--- src/rtl/mesh_route_table.sv ---
// mesh_route_table
//   XY routing table for one router of a ROWS x COLS mesh. After reset or a
//   rebuild pulse, an init sequencer fills one entry per cycle. Once READY,
//   NUM_PORTS independent lookup ports answer with one cycle of latency. A
//   config port can overwrite single entries.
//
// Ports
//   clk, reset            rising-edge clock, async active-high reset
//   id                    node address, captured when init starts
//   rebuild               pulse in READY restarts init
//   ready                 table valid
//   req_valid/req_addr    per-port lookup request (packed addresses)
//   rsp_valid/rsp_dir/    per-port registered response
//   rsp_err               (rsp_err: destination outside the mesh)
//   cfg_we/cfg_addr/      entry overwrite
//   cfg_dir
//   cfg_err               one-cycle pulse when a write is rejected
//
// state   | meaning
// S_IDLE  | capture id, clear init counters
// S_INIT  | write one XY entry per cycle
// S_READY | serve lookups and config writes
module mesh_route_table #(
  parameter int COLS      = 3,
  parameter int ROWS      = 3,
  parameter int ADDR_SZ   = 4,
  parameter int BITS_DIR  = 3,
  parameter int NUM_PORTS = 2
) (
  input  logic                          clk,
  input  logic                          reset,
  input  logic [ADDR_SZ-1:0]            id,
  input  logic                          rebuild,
  output logic                          ready,
  input  logic [NUM_PORTS-1:0]          req_valid,
  input  logic [NUM_PORTS*ADDR_SZ-1:0]  req_addr,
  output logic [NUM_PORTS-1:0]          rsp_valid,
  output logic [NUM_PORTS*BITS_DIR-1:0] rsp_dir,
  output logic [NUM_PORTS-1:0]          rsp_err,
  input  logic                          cfg_we,
  input  logic [ADDR_SZ-1:0]            cfg_addr,
  input  logic [BITS_DIR-1:0]           cfg_dir,
  output logic                          cfg_err
);

  localparam int                NODES    = ROWS * COLS;
  // One extra bit so the compare still works when NODES == 2**ADDR_SZ.
  localparam logic [ADDR_SZ:0]   NODES_W  = (ADDR_SZ+1)'(NODES);
  localparam logic [ADDR_SZ-1:0] LAST     = ADDR_SZ'(NODES - 1);
  localparam logic [ADDR_SZ-1:0] COL_LAST = ADDR_SZ'(COLS - 1);

  localparam logic [BITS_DIR-1:0] DIR_N = BITS_DIR'(0);
  localparam logic [BITS_DIR-1:0] DIR_E = BITS_DIR'(1);
  localparam logic [BITS_DIR-1:0] DIR_S = BITS_DIR'(2);
  localparam logic [BITS_DIR-1:0] DIR_W = BITS_DIR'(3);
  localparam logic [BITS_DIR-1:0] DIR_L = BITS_DIR'(4);

  typedef enum logic [1:0] {S_IDLE, S_INIT, S_READY} state_t;

  state_t state_q, state_d;
  logic   capture, init_we;

  logic [ADDR_SZ-1:0]  id_row, id_col;
  logic [ADDR_SZ-1:0]  cnt, cnt_row, cnt_col;
  logic [BITS_DIR-1:0] init_dir;
  logic                cfg_ok;

  logic [BITS_DIR-1:0] mem [2**ADDR_SZ];

  logic [ADDR_SZ-1:0] req_a  [NUM_PORTS];
  logic               req_in [NUM_PORTS];

  function automatic logic [BITS_DIR-1:0] xy(
    input logic [ADDR_SZ-1:0] r,
    input logic [ADDR_SZ-1:0] c,
    input logic [ADDR_SZ-1:0] dr,
    input logic [ADDR_SZ-1:0] dc
  );
    if (dc > c)      return DIR_E;
    else if (dc < c) return DIR_W;
    else if (dr > r) return DIR_S;
    else if (dr < r) return DIR_N;
    else             return DIR_L;
  endfunction

  // ---------------- FSM ----------------
  always_ff @(posedge clk or posedge reset) begin
    if (reset) state_q <= S_IDLE;
    else       state_q <= state_d;
  end

  always_comb begin
    state_d = state_q;
    case (state_q)
      S_IDLE:  state_d = S_INIT;
      S_INIT:  if (cnt == LAST) state_d = S_READY;
      S_READY: if (rebuild) state_d = S_IDLE;
      default: state_d = S_IDLE;
    endcase
  end

  always_comb begin
    capture = (state_q == S_IDLE);
    init_we = (state_q == S_INIT);
    ready   = (state_q == S_READY);
  end

  // ---------------- init counters ----------------
  // Row/col of the entry being written are tracked alongside cnt so that
  // only the node id needs a divide, once per init.
  always_ff @(posedge clk or posedge reset) begin
    if (reset) begin
      id_row  <= '0;
      id_col  <= '0;
      cnt     <= '0;
      cnt_row <= '0;
      cnt_col <= '0;
    end else if (capture) begin
      id_row  <= ADDR_SZ'(32'(id) / COLS);
      id_col  <= ADDR_SZ'(32'(id) % COLS);
      cnt     <= '0;
      cnt_row <= '0;
      cnt_col <= '0;
    end else if (init_we) begin
      cnt <= cnt + ADDR_SZ'(1);
      if (cnt_col == COL_LAST) begin
        cnt_col <= '0;
        cnt_row <= cnt_row + ADDR_SZ'(1);
      end else begin
        cnt_col <= cnt_col + ADDR_SZ'(1);
      end
    end
  end

  assign init_dir = xy(id_row, id_col, cnt_row, cnt_col);

  // rebuild in the same cycle takes priority over a config write.
  assign cfg_ok = ready && !rebuild && ({1'b0, cfg_addr} < NODES_W);

  // ---------------- table storage ----------------
  always_ff @(posedge clk) begin
    if (init_we)
      mem[cnt] <= init_dir;
    else if (cfg_we && cfg_ok)
      mem[cfg_addr] <= cfg_dir;
  end

  // ---------------- lookup ports ----------------
  always_comb begin
    for (int p = 0; p < NUM_PORTS; p++) begin
      req_a[p]  = req_addr[p*ADDR_SZ +: ADDR_SZ];
      req_in[p] = ({1'b0, req_addr[p*ADDR_SZ +: ADDR_SZ]} < NODES_W);
    end
  end

  // Nonblocking read of mem gives read-before-write against a same-cycle
  // config write.
  always_ff @(posedge clk or posedge reset) begin
    if (reset) begin
      rsp_valid <= '0;
      rsp_dir   <= '0;
      rsp_err   <= '0;
      cfg_err   <= 1'b0;
    end else begin
      for (int p = 0; p < NUM_PORTS; p++) begin
        rsp_valid[p] <= ready && req_valid[p];
        if (ready && req_valid[p]) begin
          if (req_in[p]) begin
            rsp_dir[p*BITS_DIR +: BITS_DIR] <= mem[req_a[p]];
            rsp_err[p]                      <= 1'b0;
          end else begin
            rsp_dir[p*BITS_DIR +: BITS_DIR] <= DIR_L;
            rsp_err[p]                      <= 1'b1;
          end
        end else begin
          rsp_dir[p*BITS_DIR +: BITS_DIR] <= '0;
          rsp_err[p]                      <= 1'b0;
        end
      end
      cfg_err <= cfg_we && !cfg_ok;
    end
  end

endmodule

--- config.mk ---
export PLATFORM = sky130hd
export DESIGN_NAME = mesh_route_table
export DESIGN_NICKNAME = d
export VERILOG_FILES = /design/src/rtl/mesh_route_table.sv
export SDC_FILE = /design/constraint.sdc
export NUM_CORES = 1
export LEC_CHECK = 0
export CAP_MARGIN = 20
export CORE_MARGIN = 4
export CORE_UTILIZATION = 45
export DETAILED_ROUTE_END_ITERATION = 6
export PLACE_DENSITY = 0.65
export REMOVE_ABC_BUFFERS = 1
export SLEW_MARGIN = 20
export SYNTH_ARGS = -nofsm -noshare
export SYNTH_HDL_FRONTEND = slang
export SYNTH_SLANG_ARGS = --single-unit
--- constraint.sdc ---
create_clock -name clk -period 2.3 [get_ports clk]
set_input_delay 0.575 -clock clk [delete_from_list [all_inputs] [get_ports clk]]
set_output_delay 0.575 -clock clk [all_outputs]
set_load 0.005 [all_outputs]
==> results of run 1 <==
-- how the worst max path moves through the flow --
stage | endpoint | slack, ns | cells past startpoint
2_1_floorplan | id_col[3] | -0.19 | 9
3_3_place_gp | id_col[3] | -0.52 | 10
3_5_place_dp | id_col[2] | -0.62 | 11
4_1_cts | id_col[3] | 0.003 | 10
5_1_grt | id_col[3] | -0.001 | 10
6_report | rsp_dir[3] | 0.04 | 5
-- cell type report --
cell class / count / share of cell area
Multi-Input combinational cell: 215 / 0.3505
Tap cell: 105 / 0.02657
Timing Repair Buffer: 84 / 0.1460
Inverter: 16 / 0.01215
Clock buffer: 9 / 0.02505
Sequential cell: 73 / 0.4109
Clock inverter: 7 / 0.02885
-- per-stage QoR --
step	cell area (um^2)	setup TNS [ns]	utilization	hold WS, ns
after floorplan	3777	-0.5422	-	0.4498
after global placement	4597	-21.34	0.5567	0.4668
after detailed placement	4597	-24.39	0.5567	0.4793
after CTS	4912	0	0.5948	0.4960
after global routing	4945	-0.001376	0.5988	0.5343
final	4945	0	0.5988	0.4894
-- worst max-delay path, stage by stage --
cell and delay, ns:
clkdlybuf4s50_1 0.50, buf_12 0.16, mux4_1 0.59, mux4_2 0.47, and3_1 0.19
-- registers in the layout (all words and copies together), names as in the netlist --
register   flops
mem           41
rsp_dir        6
cnt            4
cnt_col        4
cnt_row        4
id_col         4
id_row         3
rsp_err        2
rsp_valid      2
state_q        2
cfg_err        1
-- cells by family after synthesis --
| logic type | count (synthesis) |
|---|---|
| AND/OR/NAND/NOR | 112 |
| flip-flops | 73 |
| AO/OA/AOI/OAI | 62 |
| buffers and inverters | 27 |
| multiplexers | 24 |
| adder cells (fa/ha/maj) | 16 |
| XOR/XNOR | 1 |
-- per-layer routing --
| metal | GRT usage | vias up | routed length, um |
|---|---|---|---|
| li1 | - | 1359 | - |
| met1 | 0.2403 | 1389 | 3806 |
| met2 | 0.2773 | 92 | 3833 |
| met3 | 0.04239 | 12 | 507 |
| met4 | 0.06114 | 0 | 165 |
| met5 | 0 | - | 0 |
-- Yosys cell counts (3+ instances only) --
cell / number / share of area
or3_1: 3 / 0.0049
inv_1: 16 / 0.016
a21oi_1: 4 / 0.0052
a22o_1: 6 / 0.014
nor2b_1: 8 / 0.013
mux2i_1: 4 / 0.010
o21ai_0: 12 / 0.016
nand3_1: 5 / 0.0065
mux4_1: 4 / 0.027
nand2b_1: 3 / 0.0049
nand2_1: 26 / 0.025
clkbuf_1: 7 / 0.0069
edfxtp_1: 41 / 0.32
a31oi_1: 7 / 0.011
dfrtp_1: 32 / 0.21
ha_1: 16 / 0.052
mux4_2: 14 / 0.082
a21o_1: 7 / 0.014
and3_1: 7 / 0.011
nor3_1: 9 / 0.012
o31ai_1: 7 / 0.014
nor2_1: 35 / 0.034
and2_1: 3 / 0.0049
-- power by group --
group / leakage, uW / internal (uW) / switching, uW
combinational: 0.00112 / 818 / 966
clock: 0.000133 / 832 / 488
sequential: 0.000756 / 1850 / 249
total: 0.00201 / 3500 / 1700
-- repair_timing --
item                       4_1_cts  5_1_grt
setup buffers                    5        1
setup endpoints to repair       21       20
pin swaps                        3        4
resized for setup               10       10
==> run metrics, run 1 <==
die area=10,060 um^2; share of cells above drive strength 1=0.2500; Crit. End Element=flip-flop; commonest non-fill, non-tap cells in the layout=47 x buf_4, 41 x edfxtp_1, 33 x clkdlybuf4s50_1; post-synthesis compound-gate area fraction=0.1139; Clock Skews=~0.0072 ns; maximum vdd drop=0.4700 mV; main combinational cell family by area after synthesis=simple AND/OR/NAND/NOR gates; footprint of the multi-input gates=1733 um^2; Reg-to-Reg End=mem[3][2]; Slew Limit Headroom=0.6406; number of iterations in the first detailed-routing pass=4; final-stage net count=between 400 and 500; final wirelength=8312 um; clk slew on worst S/H paths=0.08 ns; multiplexer share of the synthesized area=0.1260; Critical Path Source=req_addr[4]; Adder-Cell Fraction of Synth Area=0.05224; Post-Place Cells=slightly below 500; fin cells=509; status=complete, no violations; root buffer cell=clkbuf_8; chip height=about 100 um; site row count=33; io pins=37; WP data required=2.54 ns; HPWL Detailed=6280 um; Final Worst Setup Slack=about 0.043 ns; Period minus WS final=around 2.3 ns; Seq. cell area=2032 um^2; port bufs=36; Power Density=1053 nW/um^2; final setup fails=0; Initial Util=0.4641; Achievable Freq=between 400 and 500 MHz; pin count of the biggest net entering global routing=33; Avg Cell Area, Syn=12.17 um^2; number of diodes=0; Min-Delay Path Depth=2; Lkg Pwr=about 0.002 uW; Ys Warns=0; crit path kind=in2reg; Worst Path Arrival=2.50 ns; initial antenna violation count=0; most used flip-flop cell after synthesis=edfxtp_1; Synth Area in XOR/XNOR=0.002285; CTS tree=yes; Final Slew Violations=0; reg-to-reg startpoint=state_q[1]; ys async rst share=0.4384; worst hold path type=reg2reg; Syn Inst Count=315; CORE AREA=slightly above 8000 um^2; clk_lat worst skew=0.34 ns; Antenna Nets Post-Route=0; hold endpoint=id_row[2]; total number of vias=approximately 2.9k; FF-to-FF setup slack=0.35 ns; wire per inst=16.33 um; post-placement setup slack=-0.6229 ns; Cell variety after synth=52; worst slew pin tran=0.5391 ns; RD Place Congestion=0.8307; Synth Cell Area=3832 um^2; initial detailed-routing violation count=between 100 and 150; number of vias per cell=5.603; part of the Yosys area used for sequential elements=0.5302; Setup crit start kind=input port; CP max FO=11; die width=100.3 um; H-Tree Depth=3; GRT Total Usage=0.1763; worst r2r path cells=6; CTS buffer count=9; simple-gate share of the synthesized area=0.1453; CTS Hold Bufs=0; post-synthesis register bit count=73; EDFF count, synth=between 40 and 50; commonest non-fill, non-tap cell in the layout=buf_4; Max-cap violations=0; Filler cells=684; Final Hold Fails=0; gr ovfl total=0; CTS Sinks=73; first-pass GRT wire length=~14,000 um; area grow syn2layout=29.02%; vias in the first global route=2,815; CTS Buffer Depth=2; # DRC=0; Tcrit/Tclk final=0.9814; total power=between 5000 and 6000 uW; hold_sp=id_row[2]
No activity file was read; power rests on OpenSTA's default activity.
==> run 2: changes to the inputs <==
HOLD_SLACK_MARGIN = 0.02   (was not set)
==> results of run 2 <==
No change in the layout: final DEF, timing and power equal those of run 1.
==> run 3: changes to the inputs <==
CAP_MARGIN = not set   (was 20)
CORE_UTILIZATION = 57   (was 45)
CTS_CLUSTER_SIZE = 40   (was not set)
PLACE_DENSITY = 0.8   (was 0.65)
==> run 3 against run 2 <==
Compared with the run above:
- maximum frequency up 0.59%
- sequential share of layout area up 1.5 points
- first-iteration DRC count up 87%
- critical endpoint unchanged
==> run metrics, run 3 (same netlist as run 1, synthesis figures left out) <==
RD Place Congestion=0.9193 (+11%); wire per inst=17.85 um (+9.3%); number of vias per cell=6.015 (+7.3%); area grow syn2layout=24.49%; clk_lat worst skew=0.35 ns (about the same); root buffer cell=clkbuf_8; first-pass GRT wire length=14,190 um (+3.5%); Min-Delay Path Depth=2 (unchanged); Final Util=0.7428 (+0.1441); CORE AREA=6422 um^2 (-22%); Sw Share=0.3513 (+0.02436); H-Tree Depth=3 (unchanged); initial antenna violation count=0 (unchanged); Comb pwr share=0.359 (+0.016); share of cells above drive strength 1=0.2292 (-0.02078); Setup crit start kind=input port; WP data required=2.54 ns (about the same); Clk pwr share=0.204 (-0.049); FF-to-FF setup slack=0.24 ns (-0.11 ns); HPWL Detailed=6449 um (+2.7%); Hold WS=0.4862 ns (-0.003189 ns); final setup fails=0 (unchanged); Achievable Freq=445.6 MHz (+0.59%); Top reg by flops=mem; Final Slew Violations=0 (unchanged); Final Hold Fails=0 (unchanged); pin count of the biggest net entering global routing=33 (unchanged); Int Power=3139 uW (-10%); Tcrit/Tclk final=0.9756 (-0.005751); status=complete, no violations; final wirelength=8462 um (+1.8%); initial detailed-routing violation count=258 (+87%); clk slew on worst S/H paths=0.08 ns (about the same); Worst Path Arrival=2.49 ns (about the same); number of iterations in the first detailed-routing pass=4 (unchanged); crit path kind=in2reg; CTS buffer count=9 (unchanged); CTS tree=yes; GRT Total Usage=0.2187 (+0.04244); port bufs=36 (unchanged); total number of vias=2,851 (-0.035%); die area=8099 um^2 (-19%); worst slew pin tran=0.4655 ns (-0.07360 ns); commonest non-fill, non-tap cells in the layout=41 x edfxtp_1, 40 x buf_4, 33 x nor2_1, 33 x clkdlybuf4s50_1, 32 x dfrtp_1; gr ovfl total=0 (unchanged); worst hold path type=reg2reg; register share of total power=0.437 (+0.033); Max-cap violations=0 (unchanged); Slew Limit Headroom=0.6872 (+0.04668); io pins=37 (unchanged); Power Density=1014 nW/um^2 (-3.7%); P_sw=1700 uW (-0.13%); Crit. End Element=flip-flop; Initial Util=0.5967 (+0.1326); CTS Hold Bufs=0 (unchanged); total power=4839 uW (-7.1%); CTS Buffer Depth=2 (unchanged); Filler cells=407 (-40%); vias in the first global route=2,866 (+1.8%); die width=90.00 um (-10%); RSZ-0062 raised after global routing=no; fin cells=474 (-6.9%); chip height=90.00 um (-10%); # DRC=0 (unchanged); Antenna Nets Post-Route=0 (unchanged); worst r2r path cells=5 (-1); site row count=29 (-12%); Lkg Pwr=0.001925 uW (-4.0%); Clock Skews=0.01150 ns (+0.004285 ns); maximum vdd drop=0.5757 mV (+22%); Period minus WS final=2.244 ns (-0.01323 ns); max FFs per register=41 (unchanged); number of diodes=0 (unchanged); final-stage net count=433 (-1.6%); Post-Place Cells=456 (-6.4%); commonest non-fill, non-tap cell in the layout=edfxtp_1; CP max FO=11 (unchanged); CTS Sinks=73 (unchanged); Largest regs=mem: 41 flops, rsp_dir: 6 flops
## run 3: changes by cell type in the layout (fill, tap and decap cells not counted), sizes merged
cell / previous run / this run
buf: 48 / 42
clkinv: 3 / 2
bufinv: 4 / 1
clkbuf: 11 / 10
inv: 16 / 17
clkinvlp: 0 / 3
## run 3: layout make-up
class | count | area (um^2) | area share
Sequential cell | 73 | 2032 | 0.4259
Inverter | 16 | 60.06 | 0.01259
Clock buffer | 9 | 123.9 | 0.02596
Multi-Input combinational cell | 215 | 1719 | 0.3603
Timing Repair Buffer | 77 | 669.4 | 0.1403
Tap cell | 77 | 96.34 | 0.02019
Clock inverter | 7 | 70.07 | 0.01469
## run 3: power groups by stage
stage               clock network, uW  logic, uW  registers, uW
global route                     1060       1940           2150
CTS                              1000       1730           2110
floorplan                           0       1120           2060
finish                            988       1740           2120
detailed placement                  0       1710           2140
global placement                    0       1610           2100
## run 3: repair_timing
action,in CTS,in global routing
endpoints found under the setup margin,5,53
pin swaps,4,4
resized for setup,12,8
buffers inserted,2,0
## run 3: critical path, cell delays in order
cell,delay (ns)
clkdlybuf4s50_1,0.52
buf_12,0.16
mux4_1,0.57
mux4_2,0.47
and3_1,0.19
## run 3: worst paths after layout
path	startpoint	to
worst min register to register	id_row[1]	id_row[1]
max in group asynchronous	reset	id_col[0]
worst max-delay path	req_addr[4]	rsp_dir[3]
worst max register to register	cnt_col[2]	mem[2][2]
min in group asynchronous	reset	cnt_col[2]
worst min-delay path	id_row[1]	id_row[1]
## run 3: routing by layer
| layer | global-route usage | share of wire | vias up |
|---|---|---|---|
| met2 | 0.3659 | 0.49 | 102 |
| met4 | 0.05867 | 0.011 | 0 |
| met5 | 0 | 0 | - |
| li1 | - | - | 1345 |
| met3 | 0.04424 | 0.058 | 13 |
| met1 | 0.2939 | 0.44 | 1391 |
## run 3: per-stage QoR
step                instance area, um^2  setup WS, ns  setup TNS [ns]
floorplan                          3777       -0.1921         -0.5422
global placement                   4539       -0.5174          -21.88
detailed placement                 4539       -0.6481          -25.52
CTS                                4777      0.009106               0
global route                       4771     0.0007916               0
finish                             4771       0.05602               0
==> RTL edit 1: new RTL, settings of run 3 <==
`ADDR_SZ`: 4 -> 6.
--- a/src/rtl/mesh_route_table.sv
+++ b/src/rtl/mesh_route_table.sv
@@ -23,7 +23,7 @@
 module mesh_route_table #(
   parameter int COLS      = 3,
   parameter int ROWS      = 3,
-  parameter int ADDR_SZ   = 4,
+  parameter int ADDR_SZ   = 6,
   parameter int BITS_DIR  = 3,
   parameter int NUM_PORTS = 2
 ) (
Interface: changed (resized cfg_addr, id and req_addr); port bits go from 37 to 45. No check against the original RTL was run, so the function may have changed too.
==> RTL edit 1 against run 3 <==
The flow now finishes with violations (setup timing); routed wire length increased by 71%; design area up 45%; setup slack worse by 0.76 ns; clock power increased by 31%; sequential cell count is 17 higher; synthesized cell count increased by 51%; sequential power grew 14%; total power is 32% higher; area after synthesis rose by 37%; critical path depth rose by 10; critical endpoint is now id_col[5].
==> RTL edit 1: results (changes against run 3) <==
* Post-placement cell area at 6299 um2 (was 4539 um2)
* Worst Skew at 0.01880 ns (was 0.01150 ns)
* Status: finished with violations (was finished, final reports clean)
* Global Route met1 Usage at 28.17% (was 29.39%)
* Largest net degree at the start of global routing at 43 (was 33)
* Finish-stage setup viols at 8 (was 0)
* Layout cells sized above 1 at 30.30% (was 22.92%)
* M2 GR Usage at 45.91% (was 36.59%)
* Min-Delay Startpoint: id_row[2] (was id_row[1])
* R2R Path End: mem[10][2] (was mem[2][2])
* Leakage power at 2.789 nW (was 1.925 nW)
* Worst Hold Endpoint: id_row[2] (was id_row[1])
* CP max stage cell: or2_4 (was mux4_1)
* Synth top area cells: edfxtp_1 27%, dfrtp_1 20%, mux4_2 6.4%, ha_1 4.5%, mux2i_1 4.0% (was edfxtp_1 32%, dfrtp_1 21%, mux4_2 8.2%, ha_1 5.2%, nor2_1 3.4%)
* R2R setup slack at 0.10 ns (was 0.24 ns)
* Count of cell types in the netlist at 75 (was 52)
* Vias in the first global route at 4428 (was 2866)
* Largest register FFs at 48 (was 41)
* Reg2reg start: id_col[1] (was cnt_col[2])
* Port Buffers at 44 (was 36)
* Asr flop ratio synth at 46.67% (was 43.84%)
* Cells after Synth at 477 (was 315)
* Sw frac at 37.94% (was 35.13%)
* Clk Latency, worst-skew pair at 0.37 ns (was 0.35 ns)
* Worst setup margin at -0.7062 ns (was 0.05602 ns)
* Drt wl/cell at 20.63 um (was 17.85 um)
* Least-Margin Pin Slew at 0.6899 ns (was 0.4655 ns)
* Worst reg2reg path depth at 9 (was 5)
* Setup WS pre-CTS at -1.627 ns (was -0.6481 ns)
* Met3 Use GR at 4.904% (was 4.424%)
* Post-synth EDFFs at 48 (was 41)
* Detailed Route WL at 14.48 mm (was 8.462 mm)
* VDD IR-drop max at 0.4687 mV (was 0.5757 mV)
* Fillcell total at 492 (was 407)
* Failing checks: setup timing
* Final GP Congestion at 0.9415 (was 0.9193)
* Sequential area share after synthesis at 47.32% (was 53.02%)
* Crit path max-delay family: simple AND/OR/NAND/NOR gates (was multiplexers)
* First-pass GRT wire length at 21.74 mm (was 14.19 mm)
* Final net count at 641 (was 433)
* HPWL after detailed placement at 9.666 mm (was 6.449 mm)
* Commonest cells in the netlist: 48 x edfxtp_1, 46 x nor2_1, 42 x dfrtp_1 (was 41 x edfxtp_1, 35 x nor2_1, 32 x dfrtp_1)
* CP max FO at 7 (was 11)
* Post-placement cell count at 675 (was 456)
* Via density at 6.372 (was 6.015)
[RTL edit 1: cell count changes after synthesis, moves of 10 or more]
cell,before,now
o21ai_0,12,23
mux2i_1,4,21
a21oi_1,4,20
nor2_1,35,46
dfrtp_1,32,42
nand2_1,26,41
inv_1,16,29
[RTL edit 1: metal layers]
layer	wire length (um)	up-vias	part of all wire (%)
met5	0	-	0
met4	476	0	3.3
met3	1082	45	7.5
met2	7636	233	53
met1	5288	2188	37
li1	-	2007	-
[RTL edit 1: power groups by stage]
stage | sequential [mW] | combinational [mW] | clock, mW
3_5_place_dp | 2.40 | 2.23 | 0
4_1_cts | 2.37 | 2.34 | 1.29
6_report | 2.41 | 2.70 | 1.29
5_1_grt | 2.43 | 2.95 | 1.38
2_1_floorplan | 2.34 | 1.39 | 0
3_3_place_gp | 2.37 | 2.11 | 0
[RTL edit 1: layout make-up]
type | instances | area, um2 | share of cell area [%]
Tap cell | 108 | 135.1 | 1.953
Timing Repair Buffer | 125 | 1144 | 16.53
Clock inverter | 5 | 102.6 | 1.483
Multi-Input combinational cell | 334 | 2805 | 40.54
Clock buffer | 11 | 131.4 | 1.899
Sequential cell | 90 | 2492 | 36.02
Inverter | 29 | 108.9 | 1.573
[RTL edit 1: how the worst max path moves through the flow]
stage                      to  slack, ns  start  depth (start not counted)
floorplan           id_col[5]      -1.40  id[5]                         14
global placement    id_col[5]      -1.53  id[5]                         16
detailed placement  id_col[5]      -1.63  id[5]                         15
CTS                 id_col[5]      -0.68  id[5]                         16
global route        id_col[4]      -0.84  id[4]                         15
finish              id_col[5]      -0.71  id[4]                         15
[RTL edit 1: timing repair]
item                                    in CTS  in global routing
hold buffers                                 0                  0
buffers inserted                             5                  6
pin swaps                                   15                 22
gates resized for setup                     38                 43
endpoints found under the setup margin      36                104
[RTL edit 1: tightest hold or removal path, delay by kind of cell, from the launching register on]
| kind | cells | cell delay (ns) |
|---|---|---|
| compound gates | 1 | 0.06 |
| flops | 1 | 0.35 |
| simple gates | 1 | 0.04 |
[RTL edit 1: cell families after synthesis]
group | after synthesis | synth area share (%)
buffers and inverters | 53 | 4.346
AND/OR/NAND/NOR | 157 | 15.32
adder cells (fa/ha/maj) | 19 | 4.513
AO/OA/AOI/OAI | 108 | 15.58
flip-flops | 90 | 47.32
multiplexers | 40 | 11.26
XOR/XNOR | 10 | 1.663
[RTL edit 1: through the flow]
| stage | hold WS, ns | total power [mW] | setup TNS (ns) |
|---|---|---|---|
| after floorplan | 0.4485 | 3.730 | -12.09 |
| after global placement | 0.4669 | 4.486 | -29.94 |
| after detailed placement | 0.4710 | 4.634 | -33.66 |
| after CTS | 0.4910 | 6.002 | -4.437 |
| after global routing | 0.5338 | 6.756 | -5.750 |
| final | 0.4866 | 6.396 | -4.761 |
==> RTL edit 2: new RTL, flow settings as in run 3 <==
Made on the original files. Encoding of `state_t`: now one-hot (3 bits for 3 states).
--- a/src/rtl/mesh_route_table.sv
+++ b/src/rtl/mesh_route_table.sv
@@ -55,7 +55,7 @@
   localparam logic [BITS_DIR-1:0] DIR_W = BITS_DIR'(3);
   localparam logic [BITS_DIR-1:0] DIR_L = BITS_DIR'(4);
 
-  typedef enum logic [1:0] {S_IDLE, S_INIT, S_READY} state_t;
+  typedef enum logic [2:0] {S_IDLE = 3'b001, S_INIT = 3'b010, S_READY = 3'b100} state_t;
 
   state_t state_q, state_d;
   logic   capture, init_we;
Function: same outputs for any inputs over 10 cycles, from zero or initial values and one cycle with reset high; not proved beyond that.
==> RTL edit 2 against run 3 <==
Die area down 13%; sequential power down 33%; final cell count down 6.1%; area after synthesis down 14%; sequential cell count down 13; design area down 7.9%; total power down 30%; fmax down 0.16%; routed wire length down 4.1%; setup slack worse by 0.0035 ns.
==> RTL edit 2: results (changes against run 3) <==
* Fillcell total at 331 (was 407)
* Crit path max-delay family: simple AND/OR/NAND/NOR gates (was multiplexers)
* Post-synthesis mux area share at 9.408% (was 12.60%)
* First-pass GRT wire length at 12.91 mm (was 14.19 mm)
* Inverter count at 18 (was 16)
* Post-CTS sizing at 20 (was 12)
* Xor/xnor share of the synthesized area at 0.7967% (was 0.2285%)
* Post-CTS Setup Inserts at 3 (was 2)
* Detailed Route WL at 8.113 mm (was 8.462 mm)
* Buffers outside the clock class at 81 (was 77)
* Count of cell types in the netlist at 53 (was 52)
* Commonest cells in the netlist: 32 x dfrtp_1, 27 x edfxtp_1, 24 x nor2_1 (was 41 x edfxtp_1, 35 x nor2_1, 32 x dfrtp_1)
* Die Area at 7067 um2 (was 8099 um2)
* Final GP Congestion at 0.8974 (was 0.9193)
* HPWL after detailed placement at 5.621 mm (was 6.449 mm)
* Sequential fraction of total cell area at 37.26% (was 42.59%)
* Largest regs: mem x27, rsp_dir x6 (was mem x41, rsp_dir x6)
* Post-synth EDFFs at 27 (was 41)
* CP max stage cell: or4_4 (was mux4_1)
* M1 wire length at 3.205 mm (was 3.714 mm)
* Status: finished, final reports clean (unchanged)
* Leakage power at 1.851 nW (was 1.925 nW)
* # clk buffers at 15 (was 9)
* VDD IR-drop max at 0.7797 mV (was 0.5757 mV)
* Via density at 6.090 (was 6.015)
* Buffering overhead at 16.17% (was 14.03%)
## RTL edit 2: cell types whose count changed after synthesis, moves of 4 or more
cell             run 3  this run
a21oi_1              4         9
nor2_1              35        24
o31ai_1              7         2
mux4_1               4         0
a211oi_1             1         6
and3_1               7         2
o21a_1               0         5
nor3_1               9        14
nand2_1             26        19
a21o_1               7         1
edfxtp_1            41        27
## RTL edit 2: worst register-to-register path: stages, from the launching register on
cell,delay (ns)
dfrtp_1,0.38
or3b_4,0.40
buf_4,0.16
nor4b_4,0.30
buf_4,0.19
a22oi_2,0.10
nor3_2,0.21
buf_4,0.15
## RTL edit 2: per-layer routing
metal / vias up / track usage [%]
met5: - / 0
met4: 0 / 11.84
met3: 28 / 5.133
met2: 104 / 40.67
met1: 1343 / 27.81
li1: 1235 / -
## RTL edit 2: path summary, 6_finish.rpt
kind | startpoint | depth (start not counted) | slack [ns] | end
worst max-delay path | id[2] | 9 | 0.05 | id_col[2]
worst min-delay path | id_row[1] | 2 | 0.51 | id_row[1]
worst max register to register | state_q[1] | 7 | 0.13 | mem[5][0]
worst min register to register | id_row[1] | 2 | 0.51 | id_row[1]
max in group asynchronous | reset | 3 | 1.34 | state_q[0]
min in group asynchronous | reset | 3 | 0.63 | id_row[2]
## RTL edit 2: where the power goes
part | switching (mW) | internal [mW] | total (mW)
Sequential | 0.120 | 1.29 | 1.41
Combinational | 0.619 | 0.474 | 1.09
Clock | 0.388 | 0.515 | 0.903
## RTL edit 2: kinds of logic (layout without fill, tap and decap cells)
logic type / Yosys count / after routing
mux: 16 / 16
compound gates: 61 / 61
xor+xnor: 3 / 3
fa+ha+maj: 16 / 16
flops: 60 / 60
simple gates: 102 / 102
buf+inv: 28 / 115
